## config.mk

```make
export PLATFORM = sky130hd
export DESIGN_NAME = radarpim_reset_sequencer
export DESIGN_NICKNAME = d
export VERILOG_FILES = /design/src/rtl/radarpim_reset_sequencer.sv
export SDC_FILE = /design/constraint.sdc
export NUM_CORES = 1
export LEC_CHECK = 0
export CORE_MARGIN = 1
export CORE_UTILIZATION = 54
export DETAILED_ROUTE_END_ITERATION = 10
export PLACE_DENSITY_LB_ADDON = 0.2
export SLEW_MARGIN = 15
export SYNTH_ARGS = -nofsm -noshare
export SYNTH_HDL_FRONTEND = slang
export SYNTH_SLANG_ARGS = --single-unit
```

## constraint.sdc

```tcl
create_clock -name clk -period 2.6 [get_ports clk]
set_input_delay 0.52 -clock clk [delete_from_list [all_inputs] [get_ports clk]]
set_output_delay 0.52 -clock clk [all_outputs]
set_load 0.05 [all_outputs]
```

## src/rtl/radarpim_reset_sequencer.sv

```systemverilog
// Sequenced core/peripheral reset release behind the system PLL.
// Qualifies lock, releases core then peripherals, and handles warm resets and lock-loss counting.
module radarpim_reset_sequencer #(
   parameter int SYNC_STAGES        = 2,
   parameter int LOCK_STABLE_CYCLES = 1024,
   parameter int CORE_TO_PERI_DELAY = 16,
   parameter int SW_RESET_CYCLES    = 64,
   parameter int CNT_WIDTH          = 16
) (
   input  logic       clk,
   input  logic       rst,
   input  logic       pll_locked,
   input  logic       sw_reset_req,
   output logic       rstnn_core,
   output logic       rstnn_peri,
   output logic       system_ready,
   output logic [7:0] lock_loss_count,
   output logic [2:0] seq_state
);

   typedef enum logic [2:0] {
      WAIT_LOCK = 3'd0,
      STABLE    = 3'd1,
      CORE_RUN  = 3'd2,
      RUN       = 3'd3,
      SW_RESET  = 3'd4
   } state_t;

   localparam logic [CNT_WIDTH-1:0] LOCK_LAST = CNT_WIDTH'(LOCK_STABLE_CYCLES - 1);
   localparam logic [CNT_WIDTH-1:0] PERI_LAST = CNT_WIDTH'(CORE_TO_PERI_DELAY - 1);
   localparam logic [CNT_WIDTH-1:0] SW_LAST   = CNT_WIDTH'(SW_RESET_CYCLES - 1);

   state_t                 state, state_nxt;
   logic [CNT_WIDTH-1:0]   cnt, cnt_nxt;
   logic [SYNC_STAGES-1:0] sync_q;
   logic                   locked_sync;
   logic                   locked_q;

   assign locked_sync = sync_q[SYNC_STAGES-1];
   assign seq_state   = state;

   always_ff @(posedge clk) begin
      if (rst) sync_q <= '0;
      else     sync_q <= {sync_q[SYNC_STAGES-2:0], pll_locked};
   end

   // Lock loss dominates everything; sw request beats terminal count in CORE_RUN.
   always_comb begin
      state_nxt = state;
      cnt_nxt   = '0;
      case (state)
         WAIT_LOCK: if (locked_sync) state_nxt = STABLE;
         STABLE: begin
            if (!locked_sync)          state_nxt = WAIT_LOCK;
            else if (cnt == LOCK_LAST) state_nxt = CORE_RUN;
            else                       cnt_nxt   = cnt + 1'b1;
         end
         CORE_RUN: begin
            if (!locked_sync)          state_nxt = WAIT_LOCK;
            else if (sw_reset_req)     state_nxt = SW_RESET;
            else if (cnt == PERI_LAST) state_nxt = RUN;
            else                       cnt_nxt   = cnt + 1'b1;
         end
         RUN: begin
            if (!locked_sync)      state_nxt = WAIT_LOCK;
            else if (sw_reset_req) state_nxt = SW_RESET;
         end
         SW_RESET: begin
            if (!locked_sync)        state_nxt = WAIT_LOCK;
            else if (cnt == SW_LAST) state_nxt = CORE_RUN;
            else                     cnt_nxt   = cnt + 1'b1;
         end
         default: state_nxt = WAIT_LOCK;
      endcase
   end

   // Outputs decode the next state so they change on the same edge as the state.
   always_ff @(posedge clk) begin
      if (rst) begin
         state           <= WAIT_LOCK;
         cnt             <= '0;
         locked_q        <= 1'b0;
         lock_loss_count <= 8'd0;
         rstnn_core      <= 1'b0;
         rstnn_peri      <= 1'b0;
         system_ready    <= 1'b0;
      end else begin
         state        <= state_nxt;
         cnt          <= cnt_nxt;
         locked_q     <= locked_sync;
         rstnn_core   <= (state_nxt == CORE_RUN) || (state_nxt == RUN);
         rstnn_peri   <= (state_nxt == RUN);
         system_ready <= (state_nxt == RUN);
         if (locked_q && !locked_sync && (lock_loss_count != 8'hFF))
            lock_loss_count <= lock_loss_count + 8'd1;
      end
   end

endmodule

```

==> results.md, run 1 <==
* CP max stage cell: clkdlybuf4s50_1
* DRT iter0 DRCs at 46
* Via Count at 1,222
* Mapped Area at 1476 µm²
* GR Util met2 at 31.30%
* Routed len/inst at 12.81 µm
* Worst hold path class: flip-flop to flip-flop
* Setup Buffers After CTS at 0
* Hold worst-path end: sync_q[1]
* Clock root buffer master: clkbuf_4
* Worst Path Arrival at 1.73 ns
* CP top delay family: buffers and inverters
* GRT Total Usage at 21.07%
* Share of cells above drive strength 1 at 7.407%
* Primary FF master, synth: dfxtp_1
* Commonest non-fill, non-tap cell in the layout: nor2_1
* Syn avg cell area at 8.841 µm²
* Resize count post-CTS at 0
* R2R depth at 6
* Die H at 54.29 µm
* Crit path required time at 2.08 ns
* Antenna violations before repair at 0
* Final wirelength at 2.805 mm
* Initial Utilization at 58.53%
* Worst hold margin at 0.4582 ns
* Vias per cell at 5.580
* Setup TNS at 0 ns
* Placer congestion estimate at 0.8293
* Pwr dens at 470.2 nW/µm²
* Max-cap violation count at 0
* Unique masters post-synth at 39
* Worst hold start: sync_q[0]
* Synth Instances at 167
* Final hold violations at 0
* DP Wirelength at 2.029 mm
* Placed instance count at 211
* Max FO, Critical Path at 10
* Number of clock sinks at 32
* Fin crit share at 86.68%
* M1 GR Usage at 26.20%
* Clock Skews at 0.01175 ns
* Synth Net Count at 173
* First-pass GRT wire length at 4.326 mm
* EDFF count, synth at 0
* Die area at 2947 µm²
* Peak supply drop at 347.4 µV
* Layout area overhead at 16.95%
* Final Setup Violations at 0
* Core ar. at 2522 µm²
* Number of global-route vias before repair at 1,015
* Grt ovf at 0
* Ant diodes at 0
* Largest net degree at the start of global routing at 17
* Final worst path period need at 2.254 ns
* Worst Path Buf+Inv at 1
* H-tree Lvls at 2
* PortBufs at 17
* Synth Warn # at 0
* Final ANT Viol Nets at 0
* Dpl ws at 0.5492 ns
* Met3 usage at 7.500%
* Most frequent cells in the layout: 35 x nor2_1, 32 x dfxtp_1, 17 x clkdlybuf4s50_1
* Rows at 18
* #FFs+latches synth at 32
* RSZ-0062 raised after global routing: no
* Slew HR at 63.26%
* Fin cells at 219
* F_max at 443.7 MHz
* Die width at 54.29 µm
* Crit-path max cell delay at 0.87 ns
* Hold Crit Depth at 1
* Worst r2r src: cnt[10]
* Crit path capture type: output pin
* Run status: finished, final reports clean
* # fillers at 216
* Final net count at 194
* DR pass1 iterations at 4
* Worst Tran Pin Value at 0.5469 ns
* Clock transition at path regs at 0.10 ns
* Share of flip-flops with an asynchronous set or reset at 0%
* Clock insertion delay at the later pin of the skew report at 0.33 ns
* Reg-to-Reg End: cnt[13]
* Clk buf depth at 2
* Hold Buf Count CTS at 0
* LEAKAGE at 0.5705 nW
* DR DRC count at 0
* Final Max Tran Viols at 0
* Fin worst setup slack at 0.3463 ns
* Reg2reg setup slack at 0.50 ns
* Startpoint Class: flip-flop
* TritonCTS buffer count at 5
* CP Cell Sequence: clkdlybuf4s50_1
* CTS tree: done
* Gr busiest metal: met2
* Register area share after synthesis at 43.39%
* Critical path class: flip-flop to output pin
* IO Count at 18
==> cell type report <==
cell class | count | area (µm²) | share of cell area [%]
clock buffers | 8 | 58.81 | 3.406
inverters | 5 | 18.77 | 1.087
multi-input cells | 125 | 785.8 | 45.51
flip-flops and latches | 32 | 640.6 | 37.10
well taps | 30 | 37.54 | 2.174
repair buffers | 19 | 185.2 | 10.72
==> cell families after synthesis <==
logic type               after synthesis  share of synthesized area (%)
AO/OA/AOI/OAI                         19                          9.577
flip-flops                            32                          43.39
XOR/XNOR                              20                          11.86
adder cells (fa/ha/maj)                2                          1.695
buffers and inverters                 10                          3.390
AND/OR/NAND/NOR                       82                          28.73
multiplexers                           2                          1.356
==> synthesized netlist by cell type (all sizes together), types with 3 or more instances <==
master | instances | share of area (%)
xor2 | 11 | 6.5
o21ai | 5 | 1.7
inv | 5 | 1.3
a21oi | 4 | 1.6
nor2 | 35 | 8.9
and3 | 5 | 2.1
nor3 | 3 | 1.0
nand4 | 6 | 2.5
xnor2 | 9 | 5.3
nand3 | 9 | 3.1
or4 | 4 | 2.8
dfxtp | 32 | 43
buf | 3 | 1.6
nor4 | 3 | 1.7
nand2 | 6 | 1.5
nor2b | 7 | 3.0
==> stage by stage <==
| step | util [%] | power [mW] | area (µm²) |
|---|---|---|---|
| finish | 68.45 | 0.8119 | 1727 |
| global route | 68.45 | 0.8459 | 1727 |
| CTS | 68.45 | 0.8244 | 1727 |
| detailed placement | 66.12 | 0.5313 | 1668 |
| global placement | 66.12 | 0.5310 | 1668 |
| floorplan | - | 0.5204 | 1476 |
==> per-layer routing <==
layer	vias to the layer above	part of all wire, %
met5	-	0
met4	0	2.1
met3	6	5.1
met2	31	44
met1	564	49
li1	621	-
==> power breakdown <==
part	switching [mW]	leakage, nW	internal [mW]	total (mW)
Clock	0.158	0.0326	0.133	0.292
Combinational	0.0128	0.280	0.0114	0.0242
Sequential	0.00335	0.258	0.493	0.496
Total	0.175	0.571	0.637	0.812
==> worst max path at each step <==
stage / to / slack [ns] / depth (start not counted) / from
final: seq_state[0] / 0.35 / 1 / seq_state[0]
after global routing: seq_state[0] / 0.29 / 1 / seq_state[0]
after CTS: seq_state[0] / 0.34 / 1 / seq_state[0]
after detailed placement: cnt[12] / 0.55 / 6 / sw_reset_req
after global placement: cnt[11] / 0.58 / 6 / cnt[7]
after floorplan: cnt[11] / 0.67 / 6 / cnt[7]
==> state kept, by name (all words and copies together) (netlist names) <==
name	flops
sync_q	2
locked_q	1
seq_state	3
rstnn_core	1
cnt	16
system_ready	1
lock_loss_count	8
No activity file was read; power rests on OpenSTA's default activity.
==> run 2, diff against run 1 <==
--- a/config.mk
+++ b/config.mk
@@ -8,7 +8,7 @@
 export CORE_MARGIN = 1
 export CORE_UTILIZATION = 54
 export DETAILED_ROUTE_END_ITERATION = 10
-export PLACE_DENSITY_LB_ADDON = 0.2
+export PLACE_DENSITY = 0.87
 export SLEW_MARGIN = 15
 export SYNTH_ARGS = -nofsm -noshare
 export SYNTH_HDL_FRONTEND = slang
==> constraint.sdc (replaced) <==
create_clock -name clk -period 2.11 [get_ports clk]
set_input_delay 0.422 -clock clk [delete_from_list [all_inputs] [get_ports clk]]
set_output_delay 0.422 -clock clk [all_outputs]
set_load 0.05 [all_outputs]
==> results.md, run 2 (synthesis results as in run 1) <==
* Routed len/inst at 13.82 µm
* Crit path required time at 1.69 ns
* Fin crit share at 97.93%
* Clock transition at path regs at 0.09 ns
* Final net count at 196
* Startpoint Class: flip-flop
* # fillers at 203
* Worst Tran Pin Value at 0.5907 ns
* IO Count at 18
* Clock Skews at 0.01215 ns
* Internal cell power at 0.7788 mW
* DR DRC count at 0
* TritonCTS buffer count at 5
* Max-cap violation count at 0
* Peak supply drop at 472.5 µV
* Sw Share at 22.25%
* Antenna violations before repair at 0
* PortBufs at 17
* CP top delay family: buffers and inverters
* Max FO, Critical Path at 6
* Clock network fraction of total power at 36.0%
* Largest net degree at the start of global routing at 17
* Final ANT Viol Nets at 0
* DR pass1 iterations at 4
* CP max stage cell: clkdlybuf4s50_1
* Combinational Power Share at 3.0%
* LEAKAGE at 0.6043 nW
* Final Max Tran Viols at 0
* Pwr dens at 566.2 nW/µm²
* Placer congestion estimate at 0.8280
* Ant diodes at 0
* Run status: finished, final reports clean
* Rows at 18
* Worst hold path class: flip-flop to flip-flop
* Number of clock sinks at 32
* Clock root buffer master: clkbuf_4
* Via Count at 1,250
* Hold Buf Count CTS at 0
* Register share of total power at 61.0%
* DRT iter0 DRCs at 18
* Initial Utilization at 58.53%
* Final hold violations at 0
* Reg area at 640.6 µm²
* Area of the multi-input gates at 800.8 µm²
* Final Setup Violations at 0
* First-pass GRT wire length at 4.733 mm
* Top reg by flops: cnt
* Most frequent cells in the layout: 35 x nor2_1, 32 x dfxtp_1, 15 x clkdlybuf4s50_1
* Commonest non-fill, non-tap cell in the layout: nor2_1
* Final worst path period need at 2.066 ns
* Layout area overhead at 19.83%
* Number of global-route vias before repair at 1,111
* Die width at 54.29 µm
* GRT Total Usage at 23.65%
* Core ar. at 2522 µm²
* Crit path capture type: output pin
* CP Cell Sequence: clkdlybuf4s50_1
* Final wirelength at 3.054 mm
* RSZ-0062 raised after global routing: no
* Setup Buffers After CTS at 0
* Overall power at 1.002 mW
* Die area at 2947 µm²
* Slew HR at 60.31%
* DP Wirelength at 2.205 mm
* Switching power at 0.2229 mW
* Share of cells above drive strength 1 at 9.948%
* Reg2reg setup slack at 0.08 ns
* Clk buf depth at 2
* Vias per cell at 5.656
* F_max at 484.0 MHz
* Critical path class: flip-flop to output pin
* Grt ovf at 0
* CTS tree: done
* H-tree Lvls at 2
* Worst Path Buf+Inv at 1
* Die H at 54.29 µm
* Worst Path Arrival at 1.64 ns
* Crit-path max cell delay at 0.86 ns
* Largest register FFs at 16
* Setup TNS at 0 ns
* Clock insertion delay at the later pin of the skew report at 0.35 ns
## run 2: changes by cell type in the layout (fill, tap and decap cells not counted), moves of 2 or more
cell,previous run,this run
clkbuf_1,2,0
clkdlybuf4s50_1,17,15
clkinv_2,0,2
dlygate4sd2_1,0,2
## run 2: layer usage
layer | vias to the layer above | track usage [%] | share of wire (%)
met5 | - | 0 | 0
met4 | 0 | 13.68 | 2.7
met3 | 13 | 9.167 | 5.7
met2 | 39 | 36.79 | 48
met1 | 575 | 27.44 | 44
li1 | 623 | - | -
## run 2: timing repair
| item | CTS | global route |
|---|---|---|
| resized for setup | 2 | 2 |
| pin swaps | 0 | 0 |
| endpoints found under the setup margin | 2 | 16 |
## run 2: path summary, 6_finish.rpt
check | cells past startpoint | startpoint | end
setup / recovery | 1 | lock_loss_count[2] | lock_loss_count[2]
hold / removal | 1 | sync_q[0] | sync_q[1]
setup reg to reg | 6 | cnt[6] | cnt[4]
hold reg to reg | 1 | sync_q[0] | sync_q[1]
## run 2: metrics by stage
stage	cells	worst slack [ns]	instance area [µm²]	util (%)	hold slack (ns)
floorplan	167	0.1808	1476	-	0.4138
global placement	213	0.1273	1695	67.21	0.4308
detailed placement	213	0.06852	1695	67.21	0.4411
CTS	221	0.04406	1754	69.54	0.4635
global route	221	0.001714	1769	70.14	0.4771
finish	221	0.04378	1769	70.14	0.4606
## run 2: power groups by stage
| stage | Clock [mW] | Combinational, mW | Sequential, mW |
|---|---|---|---|
| floorplan | 0 | 0.0134 | 0.628 |
| global placement | 0 | 0.0293 | 0.625 |
| detailed placement | 0 | 0.0297 | 0.625 |
| CTS | 0.366 | 0.0297 | 0.611 |
| global route | 0.389 | 0.0319 | 0.612 |
| finish | 0.361 | 0.0298 | 0.611 |
## run 2: area by class of cell
type | count | share of cell area, %
Multi-Input combinational cell | 125 | 45.26
Timing Repair Buffer | 21 | 11.88
Clock inverter | 2 | 0.5658
Sequential cell | 32 | 36.21
Clock buffer | 6 | 2.900
Inverter | 5 | 1.061
Tap cell | 30 | 2.122
==> run 3, diff against run 2 <==
--- a/config.mk
+++ b/config.mk
@@ -5,6 +5,7 @@
 export SDC_FILE = /design/constraint.sdc
 export NUM_CORES = 1
 export LEC_CHECK = 0
+export CAP_MARGIN = 20
 export CORE_MARGIN = 1
 export CORE_UTILIZATION = 54
 export DETAILED_ROUTE_END_ITERATION = 10
==> results of run 3 <==
The final DEF is identical to that of run 2; final timing and power are the same.
==> RTL change 1, RTL diff (config.mk and constraints of run 2) <==
`CNT_WIDTH`: 16 -> 20.
--- a/src/rtl/radarpim_reset_sequencer.sv
+++ b/src/rtl/radarpim_reset_sequencer.sv
@@ -5,7 +5,7 @@
    parameter int LOCK_STABLE_CYCLES = 1024,
    parameter int CORE_TO_PERI_DELAY = 16,
    parameter int SW_RESET_CYCLES    = 64,
-   parameter int CNT_WIDTH          = 16
+   parameter int CNT_WIDTH          = 20
 ) (
    input  logic       clk,
    input  logic       rst,
Function: same outputs for any inputs over 10 cycles, from zero or initial values and one cycle with rst high; that may be too few to reach the edited logic, so the function may still have changed.
==> RTL change 1 against run 2 <==
- area after synthesis grew 16%
- sequential share of layout area shrank 1.4 points
- total power grew 20%
- cell area grew 17%
- sequential cell count grew 4
- sequential power grew 12%
- non-clock buffer count grew 2
- wire length grew 20%
- setup slack gained 9.1 ps
==> RTL change 1: results (changes against run 2) <==
[status]
result_of_the_run=completed

[route]
drt_first_pass_iters=4  ; unchanged
drt_first_iter_violations=142  ; +124
dr.max_layer_used=met4
wl_per_cell_um=14.4  ; +4.6%
met2_length_um=1940  ; +32%
dr_total_vias=1424  ; +14%
m1WireLength_um=1410  ; +6.2%
drt-vias-per-instance=5.61  ; -0.88%
met3_length_um=207  ; +20%

[yosys]
number_of_standard_cells_after_synthesis=184  ; +10%
post-synth-top-count-cell=dfxtp_1
synth.lib_cells_used.distinct=43  ; +10%
netlist_top_cells_area=dfxtp_1, xnor2_1, nor2_2, nor2_1, nand3_1
synth_async_sr_flop_share_pct=0  ; unchanged
synth_common_cells=dfxtp_1, nor2_1, nor2_2, xnor2_1, nand3_1
synth_sequential_area_ratio_pct=41.9  ; -1.5 points
syn_nets=190  ; +9.8%
dominantRegCellSynth=dfxtp_1

[placed_design]
post-place-cells=245  ; +15%
number_of_port_buffers=17  ; unchanged
gpl.final_weighted_congestion=0.894  ; +7.9%
place.detailed.hpwl_um=2520  ; +14%

[worst_setup_path]
r2r_end=cnt[15]
slowest_stage=clkdlybuf4s50_1
cpPeakStageDelay_ps=840  ; -20 ps
ff2ff_path_depth=7  ; +1
register_to_register_setup_slack_ps=100  ; +20 ps
top_family_by_delay_on_critical_path=buffers and inverters
regToRegStartpoint=cnt[1]

[cts]
cts_inserted_buffers=5  ; unchanged
clkTransAtPathRegs_ps=110  ; +20 ps
clkLatencyLatePin_ps=350  ; about the same
ctsRootBufferMaster=clkbuf_4
ctsLongestPathBuffers=2  ; unchanged
cts_max_level=2  ; unchanged

[layout]
registers.top_by_ff_count=cnt
nNetsFinal=215  ; +9.7%
largest_register_ffs=20  ; +4
post_route_cells_drive_above_1_share_pct=22.9  ; +13 points
fill_cells=212  ; +4.4%

[global_route]
globalRouteTotalUtil_pct=22.6  ; -1.0 points
grt_first_pass_wirelength_um=5820  ; +23%
number_of_global_route_vias_before_repair=1339  ; +21%
grt_antenna_before_repair=0  ; unchanged
grt_start_max_net_pins=16  ; -1

[timing]
fin_tns_setup_ps=0  ; unchanged
max_slew_margin_pct=65.9  ; +5.6 points
clock-skew-final_ps=20.8  ; +8.69 ps
fin_hold_ws_ps=446  ; -15.0 ps

[power_and_ir_drop]
leak_pwr_nw=0.736  ; +22%
ir_drop_v=0.000495  ; +4.7%

[min_path]
worst_hold_path.endpoint=cnt[0]
hold_path.startpoint=cnt[0]

-- RTL change 1: per-layer routing --
layer,global-route usage (%),vias up
li1,-,685
met1,23.7,661
met2,41.5,61
met3,7.03,17
met4,9.86,0
met5,0,-
-- RTL change 1: report_power, final --
part | leakage (nW) | internal, W | switching, W
Sequential | 0.292 | 0.000683 | 0.00000317
Clock | 0.0422 | 0.000248 | 0.000237
Combinational | 0.402 | 0.0000140 | 0.0000174
-- RTL change 1: layout make-up --
| type | count | area [um2] | share of cell area [%] |
|---|---|---|---|
| multi-input cells | 139 | 976 | 47.0 |
| flip-flops and latches | 36 | 723 | 34.8 |
| repair buffers | 23 | 233 | 11.2 |
| well taps | 44 | 55.1 | 2.65 |
| clock buffers | 6 | 41.3 | 1.99 |
| clock inverters | 2 | 35.0 | 1.69 |
| inverters | 4 | 15.0 | 0.722 |
-- RTL change 1: kinds of logic after synthesis --
| group | after synthesis | share of synthesized area [%] |
|---|---|---|
| AND/OR/NAND/NOR | 100 | 34.8 |
| flip-flops | 36 | 41.9 |
| XOR/XNOR | 24 | 12.2 |
| AO/OA/AOI/OAI | 12 | 5.97 |
| buffers and inverters | 9 | 3.06 |
| adder cells (fa/ha/maj) | 2 | 1.46 |
| multiplexers | 1 | 0.582 |
-- RTL change 1: repair_timing --
action                     4_1_cts  5_1_grt
resized for setup                1       14
cloned                           0        1
hold buffers                     0        0
setup endpoints to repair       13       24
-- RTL change 1: worst max-delay path by stage --
stage	start	endpoint	slack (ps)	depth (start not counted)
after floorplan	cnt[0]	cnt[7]	200	7
after global placement	cnt[0]	cnt[2]	180	7
after detailed placement	cnt[0]	cnt[4]	30	7
after CTS	seq_state[2]	seq_state[2]	10	1
after global routing	cnt[1]	cnt[15]	2	7
final	lock_loss_count[2]	lock_loss_count[2]	50	1
-- RTL change 1: through the flow --
stage               instance area (um2)  power, W  worst slack [ps]
floorplan                          1720  0.000719               198
global placement                   1940  0.000731               177
detailed placement                 1940  0.000732              31.3
CTS                                2020   0.00120              13.3
global route                       2080   0.00124              1.87
finish                             2080   0.00120              52.9
==> RTL change 2, RTL diff (settings of run 2) <==
Without the edit above. Reset style: asynchronous (`rst`), changed in 2 clocked blocks.
--- a/src/rtl/radarpim_reset_sequencer.sv
+++ b/src/rtl/radarpim_reset_sequencer.sv
@@ -39,7 +39,7 @@
    assign locked_sync = sync_q[SYNC_STAGES-1];
    assign seq_state   = state;
 
-   always_ff @(posedge clk) begin
+   always_ff @(posedge clk or posedge rst) begin
       if (rst) sync_q <= '0;
       else     sync_q <= {sync_q[SYNC_STAGES-2:0], pll_locked};
    end
@@ -75,7 +75,7 @@
    end
 
    // Outputs decode the next state so they change on the same edge as the state.
-   always_ff @(posedge clk) begin
+   always_ff @(posedge clk or posedge rst) begin
       if (rst) begin
          state           <= WAIT_LOCK;
          cnt             <= '0;
Formal check against the unedited RTL: differs if rst is asserted again (counterexample within 4 cycles, from zero or initial values and one cycle with rst high); with rst held inactive, the same outputs for 10 cycles.
==> RTL change 2 against run 2 <==
- the flow now finishes with violations (design-rule violations)
- sequential cell count is the same
- area after synthesis rose by 11%
- wire length increased by 8.4%
- setup slack better by 43 ps
- die area increased by 11%
- cell area increased by 12%
- critical path type unchanged
Power is not compared: it rests on default switching activity, and its combinational part moved more than twofold at a synthesized area within 25%.
==> RTL change 2: results (changes against run 2) <==
[worst_setup_path]
top_family_by_delay_on_critical_path=buffers and inverters
slowest_stage=clkdlybuf4s50_1
cpPeakStageDelay_ps=830  ; -30 ps
cp_max_fo=4  ; -2
arrival_ps=1600  ; -40 ps

[status]
violations=design-rule violations
result_of_the_run=complete, but fails checks

[route]
wl_per_cell_um=15.5  ; +12%
route.detailed.drc=2  ; +2
drt_first_pass_iters=7  ; +3
drt-vias-per-instance=6.12  ; +8.1%
drt_first_iter_violations=66  ; +48

[layout]
largest_register_ffs=16  ; unchanged
n_antenna_cell=0  ; unchanged
nNetsFinal=188  ; -4.1%
registers.top_by_ff_count=cnt
post_route_cells_drive_above_1_share_pct=14.2  ; +4.3 points

[global_route]
grt_first_pass_wirelength_um=5820  ; +23%
globalRouteTotalUtil_pct=23.3  ; -0.36 points
grt_start_max_net_pins=32  ; +15
grt_antenna_before_repair=0  ; unchanged
number_of_global_route_vias_before_repair=1284  ; +16%

[yosys]
synth_common_cells=dfrtp_1, xnor2_1, a211oi_1
netlist_top_cells_area=dfrtp_1, xnor2_1, a211oi_1, nand3_1, nor4_1
netlist_area_mm2=0.00165  ; +11%
synth_sequential_area_ratio_pct=48.7  ; +5.3 points
syn_nets=161  ; -6.9%
synth.lib_cells_used.distinct=37  ; -5.1%
dominantRegCellSynth=dfrtp_1
yosysWarningCount=0  ; unchanged
synth_async_sr_flop_share_pct=100  ; +100 points

[cts]
cts_inserted_buffers=5  ; unchanged
cts_max_level=2  ; unchanged
ctsRootBufferMaster=clkbuf_4
ctsLongestPathBuffers=2  ; unchanged
clkLatencyLatePin_ps=350  ; about the same
clkTransAtPathRegs_ps=110  ; +20 ps

[power_and_ir_drop]
ir_drop_v=0.000800
power.share.switching_pct=34.2
leak_pwr_nw=0.792

[placed_design]
number_of_port_buffers=17  ; unchanged
place_area_mm2=0.00188  ; +11%
gpl.final_weighted_congestion=0.829  ; about the same
place.detailed.hpwl_um=2330  ; +5.5%

[min_path]
hp-class=in -> async

[timing]
clock-skew-final_ps=11.4  ; -0.755 ps
max_slew_margin_pct=66.6  ; +6.3 points

RTL change 2: stage by stage:
step / setup slack [ps] / std cells
detailed placement: 74.9 / 205
floorplan: 30.0 / 155
global route: 36.0 / 214
finish: 86.5 / 214
global placement: 151 / 205
CTS: 49.8 / 213
RTL change 2: cell type report:
| cell class | instances | area (um2) |
|---|---|---|
| tap | 31 | 38.8 |
| multi-input combinational | 110 | 786 |
| timing repair buffer | 27 | 259 |
| fill | 192 | 842 |
| clock inverter | 3 | 42.5 |
| inverter | 6 | 22.5 |
| clock buffer | 5 | 37.5 |
| sequential | 32 | 801 |
RTL change 2: layer usage:
metal  track usage (%)  wire [um]  vias to the layer above
met3              6.35        196                        8
met1              30.4       1430                      646
met4              9.76         59                        0
li1                  -          -                      614
met5                 0          0                        -
met2              36.8       1630                       41
RTL change 2: final timing paths:
kind                       slack, ps  cells past startpoint                  to               start
setup / recovery                  90                      1  lock_loss_count[6]  lock_loss_count[6]
hold / removal                   210                      2           sync_q[1]                 rst
setup reg to reg                 170                      4             cnt[12]        seq_state[0]
hold reg to reg                  370                      0           sync_q[1]           sync_q[0]
max in group asynchronous       1340                      3             cnt[14]                 rst
min in group clk                 370                      0           sync_q[1]           sync_q[0]
RTL change 2: power groups by stage:
stage               registers (W)  clock network, W  logic (W)
floorplan                0.000925                 0   0.000109
global placement         0.000740                 0   0.000427
detailed placement       0.000748                 0   0.000435
CTS                      0.000735          0.000474   0.000436
global route             0.000749          0.000503   0.000468
finish                   0.000735          0.000468   0.000437
RTL change 2: kinds of logic (layout without fill, tap and decap cells):
kind of cell               Yosys count  in the layout  synth area share [%]
and+or+nand+nor                     61             61                  21.9
DFF                                 32             32                  48.7
AOI/OAI and AO/OA                   25             25                  12.3
xor gates and xnor gates            21             21                  11.2
buffers and inverters               13             41                  3.73
adders and majority gates            2              2                  1.52
muxes                                1              1                 0.684
RTL change 2: repair_timing:
item / in CTS / in global routing
hold buffers: 0 / 0
pin swaps: 0 / 1
setup buffers: 0 / 1
gates resized for setup: 1 / 2
endpoints found under the setup margin: 1 / 15
